$ cat config.mk
export PLATFORM = sky130hd
export DESIGN_NAME = pcam_fault_collector
export DESIGN_NICKNAME = d
export VERILOG_FILES = /design/src/rtl/pcam_fault_collector.sv
export SDC_FILE = /design/constraint.sdc
export NUM_CORES = 1
export LEC_CHECK = 0
export ABC_CLOCK_PERIOD_IN_PS = 6750
export BUFFER_PORTS_ARGS = -buffer_cell sky130_fd_sc_hd__buf_2
export CAP_MARGIN = 30
export CORE_MARGIN = 2
export CORE_UTILIZATION = 52
export DETAILED_ROUTE_END_ITERATION = 12
export GPL_ROUTABILITY_DRIVEN = 0
export PLACE_DENSITY = 0.79
export SLEW_MARGIN = 0
export SYNTH_ARGS = -nofsm -noshare
export SYNTH_HDL_FRONTEND = slang
export SYNTH_SLANG_ARGS = --single-unit
$ cat constraint.sdc
create_clock -name clk -period 6.75 [get_ports clk]
set_input_delay 0 -clock clk [delete_from_list [all_inputs] [get_ports clk]]
set_output_delay 0 -clock clk [all_outputs]
set_load 0.02 [all_outputs]
$ cat src/rtl/pcam_fault_collector.sv
// Pivot-CAM fault collector: turns the BIST fault stream into pivot entries with
// per-entry row/column hit counters and must-repair flags, failing on PCAM overflow.
module pcam_fault_collector #(
    parameter int PCAM   = 8,
    parameter int ADDR_W = 10,
    parameter int SR     = 2,
    parameter int SC     = 2,
    parameter int CNT_W  = 4
) (
    input  logic                         clk,
    input  logic                         rst,
    input  logic                         start,
    input  logic                         bist_done,
    input  logic                         fault_valid,
    input  logic [ADDR_W-1:0]            fault_row,
    input  logic [ADDR_W-1:0]            fault_col,
    output logic                         fault_ready,
    output logic [PCAM*ADDR_W-1:0]       pcam_row,
    output logic [PCAM*ADDR_W-1:0]       pcam_col,
    output logic [PCAM-1:0]              pcam_vld,
    output logic [PCAM-1:0]              must_row,
    output logic [PCAM-1:0]              must_col,
    output logic [$clog2(PCAM+1)-1:0]    pivot_cnt,
    output logic                         busy,
    output logic                         done,
    output logic                         fail
);

    localparam int PC_W = $clog2(PCAM+1);

    localparam logic [1:0] S_IDLE    = 2'd0;
    localparam logic [1:0] S_COLLECT = 2'd1;
    localparam logic [1:0] S_DONE    = 2'd2;
    localparam logic [1:0] S_FAIL    = 2'd3;

    localparam logic [CNT_W-1:0] CNT_ONE = CNT_W'(1);
    localparam logic [CNT_W-1:0] CNT_MAX = '1;
    localparam logic [CNT_W-1:0] ROW_TH  = CNT_W'(SC);
    localparam logic [CNT_W-1:0] COL_TH  = CNT_W'(SR);

    logic [1:0]        state;
    logic [ADDR_W-1:0] row_q   [PCAM];
    logic [ADDR_W-1:0] col_q   [PCAM];
    logic [CNT_W-1:0]  row_cnt [PCAM];
    logic [CNT_W-1:0]  col_cnt [PCAM];
    logic [PCAM-1:0]   vld_q;

    logic [PCAM-1:0]   rmatch;
    logic [PCAM-1:0]   cmatch;
    logic [PCAM-1:0]   free_oh;
    logic              accept;
    logic              exact;
    logic              non_pivot;
    logic              new_pivot;
    logic              overflow;

    // NOTE: every always_comb output gets a default first so no path leaves it unassigned (no latch).
    always_comb begin
        rmatch = '0;
        cmatch = '0;
        for (int i = 0; i < PCAM; i++) begin
            rmatch[i] = vld_q[i] && (row_q[i] == fault_row);
            cmatch[i] = vld_q[i] && (col_q[i] == fault_col);
        end
    end

    // Lowest clear bit of the valid vector, one-hot; zero when the PCAM is full.
    assign free_oh   = ~vld_q & (vld_q + PCAM'(1));
    assign accept    = fault_valid && (state == S_COLLECT);
    assign exact     = |(rmatch & cmatch);
    assign non_pivot = accept && !exact && ((|rmatch) || (|cmatch));
    assign new_pivot = accept && !(|rmatch) && !(|cmatch);
    assign overflow  = new_pivot && !(|free_oh);

    // NOTE: the entry array is reset along with the control state so no stale pivot survives rst.
    always_ff @(posedge clk or posedge rst) begin
        if (rst) begin
            state <= S_IDLE;
            vld_q <= '0;
            for (int i = 0; i < PCAM; i++) begin
                row_q[i]   <= '0;
                col_q[i]   <= '0;
                row_cnt[i] <= '0;
                col_cnt[i] <= '0;
            end
        end else if (start) begin
            state <= S_COLLECT;
            vld_q <= '0;
            for (int i = 0; i < PCAM; i++) begin
                row_q[i]   <= '0;
                col_q[i]   <= '0;
                row_cnt[i] <= '0;
                col_cnt[i] <= '0;
            end
        end else if (state == S_COLLECT) begin
            // NOTE: sequential state is updated with <= so all entries see the pre-edge match vectors.
            for (int i = 0; i < PCAM; i++) begin
                if (non_pivot && rmatch[i] && (row_cnt[i] != CNT_MAX))
                    row_cnt[i] <= row_cnt[i] + CNT_ONE;
                if (non_pivot && cmatch[i] && (col_cnt[i] != CNT_MAX))
                    col_cnt[i] <= col_cnt[i] + CNT_ONE;
                if (new_pivot && free_oh[i]) begin
                    row_q[i]   <= fault_row;
                    col_q[i]   <= fault_col;
                    vld_q[i]   <= 1'b1;
                    row_cnt[i] <= '0;
                    col_cnt[i] <= '0;
                end
            end
            if (overflow)
                state <= S_FAIL;
            else if (bist_done)
                state <= S_DONE;
        end
    end

    always_comb begin
        pivot_cnt = '0;
        must_row  = '0;
        must_col  = '0;
        pcam_row  = '0;
        pcam_col  = '0;
        for (int i = 0; i < PCAM; i++) begin
            pivot_cnt                   = pivot_cnt + PC_W'(vld_q[i]);
            must_row[i]                 = vld_q[i] && (row_cnt[i] >= ROW_TH);
            must_col[i]                 = vld_q[i] && (col_cnt[i] >= COL_TH);
            pcam_row[i*ADDR_W +: ADDR_W] = row_q[i];
            pcam_col[i*ADDR_W +: ADDR_W] = col_q[i];
        end
    end

    assign pcam_vld    = vld_q;
    assign busy        = (state == S_COLLECT);
    assign fault_ready = busy;
    assign done        = (state == S_DONE);
    assign fail        = (state == S_FAIL);

endmodule

# Word level (Yosys, flattened, before mapping)

Index checks and enable logic that the tools add are counted.

Register bits after elaboration: 234
Latch bits: 0
Memory bits (writable): 0
Bits in read-only memories: 0
Input bits: 25
Output and inout bits: 192
Word-level logic and storage cells: 327
Memories: 0

Add/subtract/negate cells: 24
Multipliers: 0
Div/mod/pow operators: 0
Magnitude comparators: 16
Equality and inequality tests: 35
Shift operators: 0
Muxes and demuxes: 70
Bitwise gates (word level): 3
Reductions and logical operators: 138

Operators with widths:

| kind                                                                                | count |
|---|---|
| 80-bit 2-to-1 mux                                                                   | 4 |
| 10-bit equality test                                                                | 16 |
| 10-bit 2-to-1 mux                                                                   | 16 |
| 32-bit 2-to-1 mux                                                                   | 4 |
| 4-bit 2-to-1 mux                                                                    | 32 |
| 1-bit logical AND                                                                   | 78 |
| 4-bit by 1-bit adder with 4-bit output, second input constant                       | 16 |
| 4-bit by 2-bit greater-or-equal comparator with 1-bit output, second input constant | 16 |
| 4-bit != test, second input constant                                                | 16 |
| 3-bit nonzero test                                                                  | 17 |
| 2-bit AND reduction                                                                 | 25 |
| 8-bit OR reduction                                                                  | 4 |
| 2-bit nonzero test                                                                  | 9 |
| 4-bit by 1-bit adder with 4-bit output                                              | 4 |
| 8-bit AND                                                                           | 2 |
| 8-bit 2-to-1 mux                                                                    | 2 |
| 8-bit by 1-bit adder with 8-bit output, second input constant                       | 1 |
| 1-bit 2-to-1 mux                                                                    | 8 |
| 2-bit 2-to-1 mux                                                                    | 4 |
| 8-bit inverter                                                                      | 1 |
| 3-bit by 1-bit adder with 4-bit output                                              | 1 |
| 2-bit equality test, second input constant                                          | 2 |
| 1-bit zero test                                                                     | 4 |
| 2-bit by 1-bit adder with 3-bit output                                              | 1 |
| other kinds (3)                                                                     | 3 |

# Longest topological paths before layout

Depth in word-level cells: 13
Depth in mapped cells: 12
Gate-level depth less buffers: 9

# Worst setup path after synthesis

OpenSTA, ideal clock, no wires.

Path kind: register to output
From: reg vld_q[1], in the netlist pcam_vld[1]
To: out pivot_cnt[2]
Arrival: 3.022 ns
Data required time: 6.750 ns
Slack: 3.728 ns
Cell stages (with the launch flop): 10
Buffers on the path: 0
Cell sequence: dfrtp_1 > fa_1 > inv_1 > fa_1 > fa_1 > inv_1 > ha_1 > inv_1 > fa_1 > xnor2_1

Word-level cells in the longest chain between the ends: 7

Ends and longest elaborated chain:

| what                                                | RTL line | source |
|---|---|---|
| from (decl)                                         | 46       | `logic [PCAM-1:0] vld_q;` |
| from (signal assigned)                              | 79       | `vld_q <= '0;` |
| from (signal assigned)                              | 88       | `vld_q <= '0;` |
| from (signal, indexed assignment)                   | 105      | `vld_q[i] <= 1'b1;` |
| 1-bit by 1-bit adder with 2-bit output              | 124      | `pivot_cnt = pivot_cnt + PC_W'(vld_q[i]);` |
| 2-bit by 1-bit adder with 3-bit output              | 124      |  |
| 3-bit by 1-bit adder with 4-bit output              | 124      |  |
| 4-bit by 1-bit adder with 4-bit output (4 in a row) | 124      |  |
| to (decl)                                           | 23       | `output logic [$clog2(PCAM+1)-1:0] pivot_cnt,` |

Every way passes these cells.

# Worst setup path in the final report

From: reg vld_q[3], in the netlist pcam_vld[3]
To: out pivot_cnt[2]

Word-level cells in the longest chain between the ends: 5

Ends and longest elaborated chain:

| what                                                | RTL line |
|---|---|
| 3-bit by 1-bit adder with 4-bit output              | 124 |
| 4-bit by 1-bit adder with 4-bit output (4 in a row) | 124 |

Every way passes these cells.

==> results.py <==
metrics = {
    "outcome": {
        "outcome": "finished, final reports clean",
    },
    "pwr": {
        "swShare_pct": 30.0,
        "vdd_drop_max_v": 0.000206,
        "power_density_nw_per_um2": 234,
        "total_power_mw": 3.54,
        "p_switching_mw": 1.06,
        "internal_power_mw": 2.48,
        "clkPwrFrac_pct": 38.3,
        "p_comb_share_pct": 17.5,
        "p_seq_share_pct": 44.2,
        "power_leakage_nw": 6.71,
    },
    "clock_tree": {
        "clk_path_buf_depth": 3,
        "cts_tree": "built",
        "cts_buffers": 26,
        "cts.sinks": 234,
        "cts_resized": 0,
        "path_clk_slew_ps": 60,
        "clockRootBuffer": "clkbuf_16",
        "h-tree-depth": 1,
        "clock_latency_ps": 540,
        "post_cts_buffers": 0,
    },
    "setup_path": {
        "path_class": "flip-flop to primary output",
        "worstPathMaxFanout": 13,
        "crit_buf_inv": 4,
        "crit_chain": "fa_1 > inv_1 > fa_1 > fa_1 > inv_1 > ha_1 > inv_1 > fa_1 > xnor2_1 > buf_2",
        "critPathTopFamily": "adder cells",
        "worst_path_max_delay_cell": "dfrtp_1",
        "worst_path_largest_cell_delay_ps": 720,
        "end_kind": "primary output",
        "crit_path_start_kind": "flip-flop",
        "worstPathArrival_ps": 3910,
        "crit_required_ps": 6750,
        "crit_top_cell": "fa_1",
    },
    "synthesis": {
        "yosysTopAreaCell": "dfrtp_1",
        "synth-edff-count": 0,
        "synthTopCellsByArea": "dfrtp_1 (46%), xnor2_1 (12%), nand2_1 (4.4%)",
        "synth_cell_types": 60,
        "synth_cells": 1303,
        "synth_area_um2": 12800,
        "async_reset_ff_share_pct": 100,
        "yosysSeqAreaShare_pct": 45.6,
        "synthFlopType": "dfrtp_1",
        "ys_ff_latch": 234,
        "synth.net_count": 1369,
        "syn_area_per_cell_um2": 9.85,
        "yosys_warnings": 0,
        "synth_top_area_share_pct": 45.6,
    },
    "floorplanning": {
        "fp-row-count": 57,
        "initial_core_util_pct": 52.9,
        "coreArea_um2": 24200,
        "ios": 217,
        "die_w_um": 161,
        "fp.dieH_um": 161,
        "die_area_um2": 26000,
    },
    "global_route": {
        "grt_pass1_vias": 10700,
        "grt_max_degree": 106,
        "grt-ovfl-total": 0,
        "grt_pass1_wl_mm": 59.6,
        "antenna_found_initial": 0,
        "globalRouteTotalUtil_pct": 29.1,
    },
    "timing": {
        "hold_viol": 0,
        "period_share_pct": 57.9,
        "setup_tns_ps": 0,
        "timing_worst_slew_pin_value_ps": 1070,
        "min_period_ps": 3910,
        "rsz0062_at_grt": "false",
        "max_freq_ghz": 0.256,
        "maxSlewViolCount": 0,
        "slew-limit-headroom_pct": 28.6,
        "hold_slack_ps": 34.2,
        "setup_viol": 0,
        "skew_ps": 10.8,
    },
    "place": {
        "io_buffers": 216,
        "place_area_um2": 14000,
        "dp_hpwl_mm": 27.2,
    },
    "cells_and_area": {
        "nets": 1572,
        "regArea_um2": 5860,
        "n_antenna_cell": 0,
        "multiInputGateArea_um2": 6360,
        "finalInstanceArea_um2": 15100,
        "syn2layout_area_growth_pct": 18.0,
        "nFillCells": 1974,
        "drive_gt1_share_pct": 21.4,
    },
    "detailed_routing": {
        "totalWireLength_mm": 38.4,
        "post-route-drc-count": 0,
        "firstDrtPassIters": 8,
        "via_count": 11100,
        "ant_nets": 0,
        "vias_per_cell": 5.98,
        "wl_per_cell_um": 20.8,
        "drt-initial-drc-count": 980,
    },
    "run": {
        "cap_violations": 0,
    },
    "hold_path": {
        "holdCritPathClass": "input pin to flip-flop",
    },
}
[cell usage in the layout (no fill, tap or decap), types with 7 or more instances in the layout]
master and count:
o21ai_0 111, ha_1 37, nor3_1 38, buf_2 216, buf_4 9, nand4_1 57, mux2_4 10, and2_1 7
dlygate4sd3_1 26, or4_1 9, nand3_1 76, o41ai_1 10, o31ai_1 12, xnor2_1 170, nor2b_1 23, nor2_1 64
or2_2 7, nor4_1 16, clkbuf_1 9, nand2_1 149, dfrtp_1 234, inv_1 48, o211ai_1 9, clkbuf_16 26
mux2_2 28, a21oi_1 13, mux2i_1 26
[worst paths after layout]
kind                            slack, ps    startpoint           end  cells past startpoint
worst max register to register       3020   pcam_vld[4]  pcam_row[24]                      9
worst max-delay path                 2840   pcam_vld[3]  pivot_cnt[2]                     10
worst min-delay path                   30  fault_col[4]  pcam_col[24]                      3
min in group asynchronous             120           rst  pcam_col[70]                      3
worst min register to register        530  pcam_col[46]  pcam_col[46]                      2
max in group asynchronous            5380           rst   col_cnt[23]                      4
[cell type report]
class	count	share of cell area (%)
Timing Repair Buffer	255	9.98
Multi-Input combinational cell	940	42.0
Inverter	49	1.26
Clock buffer	41	5.07
Tap cell	324	2.68
Clock inverter	6	0.314
Sequential cell	234	38.7
[Yosys cell counts (4+ instances only)]
library cell	instances
ha_1	37
o211ai_1	9
or3_1	5
o41ai_1	10
o21ai_0	111
a31oi_1	5
and2_1	7
fa_1	4
o31ai_1	12
nor2b_1	23
nand2_1	149
nor2_1	64
o41a_1	4
buf_6	13
or4_1	9
mux2_2	28
clkbuf_1	34
mux2i_1	26
nand3_1	76
a21oi_1	13
buf_4	14
inv_1	49
nor4_1	16
dfrtp_1	234
xnor2_1	170
nand2b_1	6
nand4_1	57
buf_2	16
a211oi_1	5
nor3_1	38
mux2_4	10
or2_2	7
[sequential cells by signal, summed over array words and instances (netlist names)]
| name | cells |
|---|---|
| pcam_vld | 8 |
| pcam_row | 80 |
| pcam_col | 80 |
| state | 2 |
| col_cnt | 32 |
| row_cnt | 32 |
[metal layers]
layer,global-route usage [%],routed length [um]
met3,5.75,3470
met1,39.0,15600
met4,12.4,1760
met5,0,0
met2,46.6,17600
[what timing repair did]
item                                   4_1_cts  5_1_grt
endpoints found under the hold margin      125        0
setup endpoints to repair                    0        0
hold buffers                                26        0
[metrics by stage]
stage          cells  worst slack, ps  util [%]
4_1_cts         1848             2860      62.3
3_5_place_dp    1775             3160      57.9
3_3_place_gp    1772             3240      57.6
2_1_floorplan   1303              332         -
6_report        1849             2840      62.4
5_1_grt         1849             2710      62.4
[power groups by stage]
| stage | combinational (mW) | sequential [mW] | clock [mW] |
|---|---|---|---|
| final | 0.620 | 1.57 | 1.36 |
| after global routing | 0.664 | 1.58 | 1.42 |
| after CTS | 0.614 | 1.57 | 1.36 |
| after detailed placement | 0.599 | 1.59 | 0 |
| after global placement | 0.581 | 1.59 | 0 |
| after floorplan | 0.327 | 1.66 | 0 |
[cell families (layout without fill, tap and decap cells)]
kind of cell	after synthesis	in the layout	share of synthesized area [%]
adder cells (fa/ha/maj)	41	41	4.23
multiplexers	66	66	5.83
AND/OR/NAND/NOR	471	471	18.2
buffers and inverters	129	351	5.31
AO/OA/AOI/OAI	192	192	9.23
flip-flops	234	234	45.6
XOR/XNOR	170	170	11.6
[tightest hold or removal path: stages]
cell and delay (ps):
buf_2 240, mux2i_1 220, nor2_1 60
Power figures use the tool's default switching activity.
